`src/rtl/memory_arbiter_pkg.sv`:
```
// Shared types and constants for the fetch/load-store memory arbiter.
package memory_arbiter_pkg;

    typedef enum logic [2:0] {
        ARB_IDLE  = 3'd0,
        ARB_START = 3'd1,
        ARB_WAIT  = 3'd2,
        ARB_RESP  = 3'd3,
        ARB_ERR   = 3'd4
    } arb_state_t;

    localparam logic [2:0] MEM_MODE_BYTE     = 3'b000;
    localparam logic [2:0] MEM_MODE_HALF     = 3'b001;
    localparam logic [2:0] MEM_MODE_WORD     = 3'b010;
    localparam logic [2:0] MEM_MODE_UNSIGNED = 3'b100;

    typedef enum logic {
        GRANT_IF = 1'b0,
        GRANT_D  = 1'b1
    } grant_t;

    // Word needs addr[1:0]==0, half needs addr[0]==0, bytes never fault.
    function automatic logic misaligned(
        input logic [2:0] mode,
        input logic [1:0] addr_lo
    );
        misaligned = mode[1] ? (addr_lo != 2'b00)
                             : (mode[0] & addr_lo[0]);
    endfunction

endpackage

```
`src/rtl/memory_arbiter_pick.sv`:
```
// Combinational winner selection between fetch and load/store requests.
module memory_arbiter_pick
    import memory_arbiter_pkg::*;
#(
    parameter int ARB_MODE = 0
) (
    input  logic   if_req,
    input  logic   d_req,
    input  grant_t last_grant,
    output logic   valid,
    output grant_t grant
);

    localparam bit RR = (ARB_MODE != 0);

    always_comb begin
        valid = if_req | d_req;
        grant = GRANT_D;
        unique case (1'b1)
            (if_req && !d_req): grant = GRANT_IF;
            (if_req && d_req && RR && last_grant == GRANT_D):
                grant = GRANT_IF;
            default: grant = GRANT_D;
        endcase
    end

endmodule

```
`src/rtl/memory_arbiter.sv`:
```
// Shares the byte-serial memory controller between fetch and load/store,
// with alignment checking and a timeout on a hung controller.
module memory_arbiter
    import memory_arbiter_pkg::*;
#(
    parameter int ARB_MODE       = 0,
    parameter int TIMEOUT_CYCLES = 16
) (
    input  logic        clk,
    input  logic        reset,
    input  logic        if_req,
    input  logic [31:0] if_addr,
    output logic        if_ack,
    output logic        if_err,
    output logic [31:0] if_rdata,
    input  logic        d_req,
    input  logic [31:0] d_addr,
    input  logic [2:0]  d_mode,
    input  logic        d_we,
    input  logic [31:0] d_wdata,
    output logic        d_ack,
    output logic        d_err,
    output logic [31:0] d_rdata,
    output logic        mc_start,
    output logic [31:0] mc_address,
    output logic [2:0]  mc_mode,
    output logic        mc_we,
    output logic [31:0] mc_wdata,
    input  logic        mc_done,
    input  logic [31:0] mc_rdata
);

    localparam int TW = $clog2(TIMEOUT_CYCLES);
    localparam logic [TW-1:0] TO_LAST = TW'(TIMEOUT_CYCLES - 1);

    arb_state_t    state, state_nxt;
    grant_t        grant, last_grant, pick_grant, cap_grant;
    logic          pick_valid;
    logic [TW-1:0] to_cnt;
    logic [31:0]   req_addr, req_wdata, cap_val;
    logic [2:0]    req_mode;
    logic          req_we, cap_en;

    memory_arbiter_pick #(.ARB_MODE(ARB_MODE)) u_pick (
        .if_req     (if_req),
        .d_req      (d_req),
        .last_grant (last_grant),
        .valid      (pick_valid),
        .grant      (pick_grant)
    );

    always_comb begin
        req_addr  = d_addr;
        req_mode  = d_mode;
        req_we    = d_we;
        req_wdata = d_wdata;
        if (pick_grant == GRANT_IF) begin
            req_addr  = if_addr;
            req_mode  = MEM_MODE_WORD;
            req_we    = 1'b0;
            req_wdata = '0;
        end
    end

    always_comb begin
        state_nxt = state;
        unique case (state)
            ARB_IDLE:
                if (pick_valid)
                    state_nxt = misaligned(req_mode, req_addr[1:0])
                              ? ARB_ERR : ARB_START;
            ARB_START: state_nxt = ARB_WAIT;
            ARB_WAIT:
                // A done level left over from the last access is ignored.
                if (to_cnt != '0 && mc_done)
                    state_nxt = ARB_RESP;
                else if (to_cnt == TO_LAST - 1'b1)
                    state_nxt = ARB_ERR;
            ARB_RESP:  state_nxt = ARB_IDLE;
            ARB_ERR:   state_nxt = ARB_IDLE;
            default:   state_nxt = ARB_IDLE;
        endcase
    end

    always_comb begin
        cap_en    = (state_nxt == ARB_RESP) || (state_nxt == ARB_ERR);
        cap_grant = (state == ARB_IDLE) ? pick_grant : grant;
        cap_val   = (state_nxt == ARB_RESP && !mc_we) ? mc_rdata : '0;
    end

    assign mc_start = (state == ARB_START);
    assign if_ack   = (state == ARB_RESP || state == ARB_ERR)
                    && grant == GRANT_IF;
    assign d_ack    = (state == ARB_RESP || state == ARB_ERR)
                    && grant == GRANT_D;
    assign if_err   = (state == ARB_ERR) && grant == GRANT_IF;
    assign d_err    = (state == ARB_ERR) && grant == GRANT_D;

    always_ff @(posedge clk) begin
        if (reset) begin
            state      <= ARB_IDLE;
            grant      <= GRANT_IF;
            last_grant <= GRANT_IF;
            to_cnt     <= '0;
            mc_address <= '0;
            mc_mode    <= '0;
            mc_we      <= 1'b0;
            mc_wdata   <= '0;
            if_rdata   <= '0;
            d_rdata    <= '0;
        end else begin
            state <= state_nxt;
            if (state == ARB_IDLE && pick_valid) begin
                grant      <= pick_grant;
                mc_address <= req_addr;
                mc_mode    <= req_mode;
                mc_we      <= req_we;
                mc_wdata   <= req_wdata;
            end
            if (state == ARB_START)
                to_cnt <= '0;
            else if (state == ARB_WAIT && to_cnt != TO_LAST)
                to_cnt <= to_cnt + 1'b1;
            if (cap_en) begin
                if (cap_grant == GRANT_IF)
                    if_rdata <= cap_val;
                else
                    d_rdata <= cap_val;
            end
            if (state == ARB_RESP)
                last_grant <= grant;
        end
    end

endmodule
```
`config.mk`:
```
export PLATFORM = sky130hd
export DESIGN_NAME = memory_arbiter
export DESIGN_NICKNAME = d
export VERILOG_FILES = /design/src/rtl/memory_arbiter_pkg.sv /design/src/rtl/memory_arbiter_pick.sv /design/src/rtl/memory_arbiter.sv
export SDC_FILE = /design/constraint.sdc
export NUM_CORES = 1
export LEC_CHECK = 0
export ABC_AREA = 0
export CAP_MARGIN = 15
export CELL_PAD_IN_SITES_DETAIL_PLACEMENT = 1
export CELL_PAD_IN_SITES_GLOBAL_PLACEMENT = 2
export CORE_AREA = 2 2 107 161
export CTS_CLUSTER_SIZE = 8
export DETAILED_ROUTE_END_ITERATION = 8
export DIE_AREA = 0 0 109 163
export DONT_BUFFER_PORTS = 1
export GPL_TIMING_DRIVEN = 1
export PLACE_DENSITY_LB_ADDON = 0.1
export SLEW_MARGIN = 20
export SYNTH_ARGS = -nofsm -noshare
export SYNTH_HDL_FRONTEND = slang
export SYNTH_HIERARCHICAL = 1
export SYNTH_SLANG_ARGS = --single-unit
```
`constraint.sdc`:
```
create_clock -name clk -period 2.6 [get_ports clk]
set_clock_uncertainty 0.1 [all_clocks]
set_input_delay 0.26 -clock clk [delete_from_list [all_inputs] [get_ports clk]]
set_output_delay 0.26 -clock clk [all_outputs]
set_load 0.02 [all_outputs]
```
==> results.md <==
- Gate count after technology mapping: 585
- CTS clock-pin slew for the worst setup and hold paths: 0.07 ns
- Worst-margin pin slew: 0.948 ns
- Lkg Pwr: 3.02 nW
- Total I/O pin count: 274
- Cell count of the worst reg-to-reg path: 6
- Clock network latency to the later pin of the worst-skew pair: 0.42 ns
- Fraction of power consumed by combinational cells: 0.140
- Antenna fix cells: 0
- Final setup TNS: 0 ns
- Critical path type: flip-flop to flip-flop
- Crit path capture: mc_address[3]$_SDFFE_PP0P_
- Ratio of total power to cell area: 790 nW/um^2
- Final hold violation count: 1
- Root buffer cell: clkbuf_16
- Worst hold slack: -0.00600 ns
- DRC violation count after routing: 0
- Source of the critical timing path: state[2]$_SDFF_PP0_
- Critical Path Sink Type: flip-flop
- First-pass GRT wire length: 27000 um
- Post-route fraction of the period consumed by the critical path: 0.892
- Leading cell type in the layout, fill and taps excluded: dfxtp_1
- RSZ-0062 raised after global routing: no
- Clk buf depth: 2
- Core outline area: 16500 sq um
- Worst min-delay path class: input pin to flip-flop
- Number of vias per cell after detailed routing: 5.28
- Area added between synthesis and finish: 34.3%
- Number of nets in the layout: 817
- Internal power contribution: 0.00411 W
- Crit path setup slack, layout: 0.281 ns
- Setup violators final: 0
- Worst reg2reg endpoint: mc_address[3]$_SDFFE_PP0P_
- Num CTS Buffers: 17
- Detailed placement HPWL: 11100 um
- Reg2reg start: state[2]$_SDFF_PP0_
- Yosys warning count: 6
- DRC violation total after the first TritonRoute iteration: 196
- Syn_nets: 725
- Total length of routed wires: 18000 um
- Vias post-DR: 4750
- Seq pwr share: 0.432
- Setup Buffers After CTS: 0
- Clock tree from TritonCTS: yes
- Worst setup timing slack at the placement stage: 0.334 ns
- Switching component of the power: 0.00183 W
- Outcome: complete, but fails checks
- Worst EP required: 2.86 ns
- Met1 WL: 6620 um
- Count of placed standard cells in the final layout, fillers left out: 900
- Port bufs: 0
- Vias in the first global route: 5051
- Total congestion overflow after global routing: 0
- Worst-case vdd ir drop: 0.392 mV
- Layout cell share with drive strength beyond 1: 0.0826
- Clock power share: 0.428
- Standard-cell rows: 58
- Switching part of the total: 0.308
- Number of antenna violations at the first check in global routing: 0
- Relative slew margins: 0.368
- Total power draw: 0.00593 W
- Pin count of the biggest net entering global routing: 105
- GRT Total Usage: 0.195
- Count of clock tree sinks: 140
- Detailed-routed wire length on met3: 1530 um
- Number of nets still failing antenna checks after routing: 0
- Hold Path Cell Cnt: 2
- Highest-count cells in the layout ignoring fill and taps: 140 x dfxtp_1, 114 x dlygate4sd3_1, 73 x nand2_1
- Crit-path max FO: 37
- Kind of launch point of the worst setup path: flip-flop
- Top metal layer carrying routed signals: met4
- Starting utilization of the core area: 0.340
- Routability cong.: 0.769
- Max Transition Viols Final: 0
- Maximum operating frequency: 0.431 GHz
- Register-to-register path setup slack: 0.28 ns
- Final critical delay including setup and external delays: 2.32 ns
- Reported max-cap violation count: 0
- WL per Instance: 20.0 um
- Total length of routed met2 wires: 9580 um
- Syn Area/Cell: 9.56 sq um
- Die Width: 109 um
- Die ar.: 17800 sq um
- Placed instance count: 752
- Detailed Routing Iterations Pass 1: 4
- Die Ht: 163 um
- Violated checks: negative hold slack
- Endpoint arrival time on the critical path: 2.58 ns
- Post-synthesis instance area: 5590 sq um
- CTS H-tree depth: 4
## flip-flops by register name, indices dropped and copies added, names as in the netlist
name / cells
d_rdata: 32
if_rdata: 32
mc_address: 32
mc_wdata: 32
to_cnt: 4
mc_mode: 3
state: 3
grant: 1
mc_we: 1
## what timing repair did
action | CTS | global route
hold endpoints to repair | 140 | 0
setup endpoints to repair | 0 | 1
hold buffers | 115 | 0
gates resized for setup | 0 | 1
## worst max-delay path, cell delays in order, from the launching register on
cell,delay (ns)
dfxtp_1,0.38
nor3_2,0.34
and2_4,0.35
buf_12,0.23
nor2_1,0.06
a211oi_1,0.22
dlygate4sd3_1,0.57
## power groups by stage
stage / logic [W] / registers (W) / clock network (W)
2_1_floorplan: 0.000530 / 0.00256 / 0
3_3_place_gp: 0.000608 / 0.00261 / 0
3_5_place_dp: 0.000634 / 0.00261 / 0
4_1_cts: 0.000825 / 0.00257 / 0.00261
5_1_grt: 0.000918 / 0.00258 / 0.00270
6_report: 0.000830 / 0.00256 / 0.00254
## metal layers
metal	vias to the layer above	global-route usage
met5	-	0
met4	0	0.0670
met3	19	0.0656
met2	177	0.356
met1	2299	0.206
li1	2255	-
## worst min path at each step
stage | start | endpoint | slack, ns
floorplan | mc_rdata[0] | if_rdata[0]$_SDFFE_PP0P_ | 0.30
global placement | reset | mc_address[1]$_SDFFE_PP0P_ | 0.25
detailed placement | reset | mc_address[4]$_SDFFE_PP0P_ | 0.25
CTS | if_addr[24] | mc_address[24]$_SDFFE_PP0P_ | 0.001
global route | if_addr[9] | mc_address[9]$_SDFFE_PP0P_ | 0.005
finish | d_addr[13] | mc_address[13]$_SDFFE_PP0P_ | -0.006
## through the flow
step                area (sq um)  utilization
detailed placement          5730        0.348
global route                7510        0.456
global placement            5730        0.348
floorplan                   5590            -
CTS                         7500        0.455
finish                      7510        0.456
## layout make-up
class / count / area, sq um
fill: 1845 / 8960
clock inverter: 15 / 175
tap: 210 / 263
multi-input combinational: 389 / 2560
inverter: 3 / 11.3
sequential: 140 / 2800
timing repair buffer: 126 / 1280
clock buffer: 17 / 425
Power figures use the tool's default switching activity.
==> edit 1 (same flow settings) <==
The 5 states of `arb_state_t` get a Gray code encoding in 3 bits.
--- a/src/rtl/memory_arbiter_pkg.sv
+++ b/src/rtl/memory_arbiter_pkg.sv
@@ -4,7 +4,7 @@
     typedef enum logic [2:0] {
-        ARB_IDLE  = 3'd0,
-        ARB_START = 3'd1,
-        ARB_WAIT  = 3'd2,
-        ARB_RESP  = 3'd3,
-        ARB_ERR   = 3'd4
+        ARB_IDLE  = 3'b000,
+        ARB_START = 3'b001,
+        ARB_WAIT  = 3'b011,
+        ARB_RESP  = 3'b010,
+        ARB_ERR   = 3'b110
     } arb_state_t;
Function: same outputs for any inputs over 4 cycles, from zero or initial values and one cycle with reset high; so few cycles prove little.
==> edit 1 against the original RTL <==
The run still ends with negative hold slack left. Cell area shrank 0.30%. Cell count grew 0.89%. Wire length shrank 5.3%. Die area is the same. Total power grew 6.1%. Via count shrank 2.0%. Sequential cell count is the same. Area after synthesis grew 4.1%. Worst setup slack lost 120 ps. Critical path depth is the same. Worst hold slack lost 0.80 ps. Critical endpoint is now mc_wdata[30]. Largest cell class unchanged. Largest power group unchanged. Highest routed layer unchanged.
==> edit 1: results (changes against the original RTL) <==
| Metric | Value |
|---|---|
| Hold Slack | -6.80 ps (-0.800 ps) |
| Power density over the cells | 840 nW/um2 (+6.4%) |
| Fraction of layout cells with a size suffix above 1 | 6.88% (-1.4 points) |
| Gate power share | 16.8% (+2.8 points) |
| Rel. slew slack | 41.4% (+4.7 points) |
| Largest net degree at the start of global routing | 138 (+31%) |
| Vias per cell | 5.13 (-2.8%) |
| Hpwl dp | 10,900 um (-1.6%) |
| P_leak | 2.84 nW (-5.7%) |
| Clk pin slew, worst setup/hold paths | 70 ps (about the same) |
| WP data arrival | 2690 ps (+110 ps) |
| Global-route usage over all layers | 18.9% (-0.60 points) |
| Post-Place Cell Area | 5930 um2 (+3.6%) |
| GPL Wtd Cong | 0.745 (-3.1%) |
| Metal3 WL | 1610 um (+5.1%) |
| Routed wire length | 17,000 um (-5.3%) |
| M1 wire length | 6290 um (-4.9%) |
| Sw frac | 33.0% (+2.2 points) |
| Peak VDD IR | 443 uV (+13%) |
| Non-Filler Instances | 908 (+0.89%) |
| First-pass GRT wire length | 26,100 um (-3.4%) |
| Status | finished, violations left |
| Failing checks | negative hold slack |
| Top Metal Used | met4 |
| Worst hold start | d_addr[16] |
| Post-placement cell count | 780 (+3.7%) |
| Syn_nets | 751 (+3.6%) |
| DR WL met2 | 8820 um (-7.9%) |
| Avg Inst Size Synth | 9.53 um2 (-0.34%) |
| Initial DRC count | 152 (-22%) |
| R2r startpoint | state[0] |
| Fin. Hold Viols | 2 (+1) |
| Clock-net power | 2.34 mW (-7.9%) |
| # nets final | 826 (+1.1%) |
| Vias in the first global route | 4,963 (-1.7%) |
| CP max stage delay | 550 ps (-20 ps) |
| Worst Path Max Fanout | 102 (+180%) |
| Drt first pass iters | 5 (+1) |
| Pre-CTS setup slack | 255 ps (-79.8 ps) |
==> edit 1: final timing paths <==
path	endpoint	slack, ps	depth (start not counted)
hold / removal	mc_address[16]	-7	2
hold reg to reg	grant	410	2
setup reg to reg	mc_wdata[30]	160	6
setup / recovery	mc_wdata[30]	160	6
==> edit 1: cell type report <==
type | instances | area, um2
Tap cell | 210 | 263
Fill cell | 1831 | 8980
Clock inverter | 12 | 116
Timing Repair Buffer | 104 | 1070
Multi-Input combinational cell | 420 | 2780
Sequential cell | 140 | 2800
Clock buffer | 19 | 443
Inverter | 3 | 11.3
==> edit 1: timing repair <==
item,4_1_cts,5_1_grt
endpoints found under the hold margin,140,1
setup buffers,0,0
gates resized for setup,0,1
setup endpoints to repair,0,1
hold buffers,95,2
==> edit 1: metal layers <==
metal  up-vias  track usage (%)
met5         -                0
met4         0             7.05
met3        19             7.32
met2       170             34.0
met1      2227             19.5
li1       2241                -
==> edit 2 (same flow settings) <==
Made on the original files. The parameter `TIMEOUT_CYCLES` goes from 16 to 8.
--- a/src/rtl/memory_arbiter.sv
+++ b/src/rtl/memory_arbiter.sv
@@ -6,3 +6,3 @@
     parameter int ARB_MODE       = 0,
-    parameter int TIMEOUT_CYCLES = 16
+    parameter int TIMEOUT_CYCLES = 8
 ) (
Check against the original RTL: not equivalent (Yosys sat finds a counterexample within 10 cycles, from zero or initial values and one cycle with reset high).
==> edit 2 against the original RTL <==
Maximum frequency down 3.0%. Total power up 2.6%. Sequential cell count down 1. Clock power down 6%. Via count up 22%. Wire length up 18%. Cell area up 16%. Worst setup slack worse by 72 ps. Area after synthesis up 30%.
==> edit 2: results (changes against the original RTL) <==
| Metric | Value |
|---|---|
| Clk pin slew, worst setup/hold paths | 70 ps (about the same) |
| Post-Place Cell Area | 7300 um2 (+27%) |
| First-pass GRT wire length | 32,700 um (+21%) |
| Hpwl dp | 13,500 um (+22%) |
| Drt first pass iters | 4 (unchanged) |
| Clk root buf | clkbuf_16 |
| Min-Delay Path Class | in2reg |
| Initial DRC count | 224 (+14%) |
| Total CTS buffers | 17 (unchanged) |
| Worst Path Max Fanout | 102 (+180%) |
| Max Buffers Root-to-Sink | 2 (unchanged) |
| Peak VDD IR | 376 uV (-4.0%) |
| Pre-CTS setup slack | 552 ps (+218 ps) |
| Post-placement cell count | 940 (+25%) |
| Vias per cell | 5.52 (+4.6%) |
| Delay-heaviest family, CP | buffers and inverters |
| Rel. slew slack | 48.7% (+12 points) |
| Worst-Skew Late Latency | 420 ps (about the same) |
| P_leak | 3.38 nW (+12%) |
| Routed wire length | 21,200 um (+18%) |
| Initial antenna violation count | 0 (unchanged) |
| Cell count after synthesis | 789 (+35%) |
| Vias in the first global route | 6,270 (+24%) |
| Status | finished, final reports clean |
| Port buffer count | 0 (unchanged) |
| Fillers | 1,838 (-0.38%) |
| Fraction of layout cells with a size suffix above 1 | 11.4% (+3.1 points) |
| GPL Wtd Cong | 0.831 (+8.0%) |
| # nets final | 970 (+19%) |
| Slowest cell on crit path | dlygate4sd3_1 |
| Global-route usage over all layers | 23.6% (+4.0 points) |
| Largest net degree at the start of global routing | 121 (+15%) |
| Synth warnings | 6 (unchanged) |
| Cts repair resizes | 0 (unchanged) |
| Vias after detailed routing | 5,806 (+22%) |
| Syn_nets | 930 (+28%) |
| CP max stage delay | 560 ps |
-- edit 2: path summary, 6_finish.rpt --
path | startpoint | to | slack [ps] | depth (start not counted)
setup / recovery | state[1] | mc_wdata[19] | 210 | 6
hold / removal | if_addr[10] | mc_address[10] | 10 | 2
setup reg to reg | state[1] | mc_wdata[19] | 210 | 6
hold reg to reg | to_cnt[0] | to_cnt[0] | 460 | 2
-- edit 2: power by group --
group	total [mW]	switching (mW)	internal, mW	leakage, nW
combinational	1.13	0.664	0.463	1.96
sequential	2.58	0.299	2.28	1.13
clock	2.38	1.10	1.28	0.286
-- edit 2: timing repair --
action	4_1_cts	5_1_grt
hold buffers	80	0
setup buffers	0	0
endpoints found under the hold margin	139	0
-- edit 2: area by class of cell --
type                            instances  area [um2]  share of cell area (%)
Clock buffer                           17         425                    4.89
Clock inverter                         15         153                    1.75
Inverter                               34         128                    1.47
Multi-Input combinational cell        543        3940                    45.3
Sequential cell                       139        2780                    32.0
Tap cell                              210         263                    3.02
Timing Repair Buffer                   94        1010                    11.6
-- edit 2: stage by stage --
step,total power [mW],hold slack (ps)
2_1_floorplan,3.45,326
3_3_place_gp,3.56,249
3_5_place_dp,3.59,256
4_1_cts,6.16,4.45
5_1_grt,6.36,22.0
6_report,6.09,10.4
-- edit 2: routing by layer --
layer  up-vias  global-route usage [%]  wire length [um]
met4         0                    8.92               472
met1      2817                    23.7              7700
li1       2775                       -                 -
met2       183                    43.6             11400
met3        31                    8.24              1670
met5         -                       0                 0
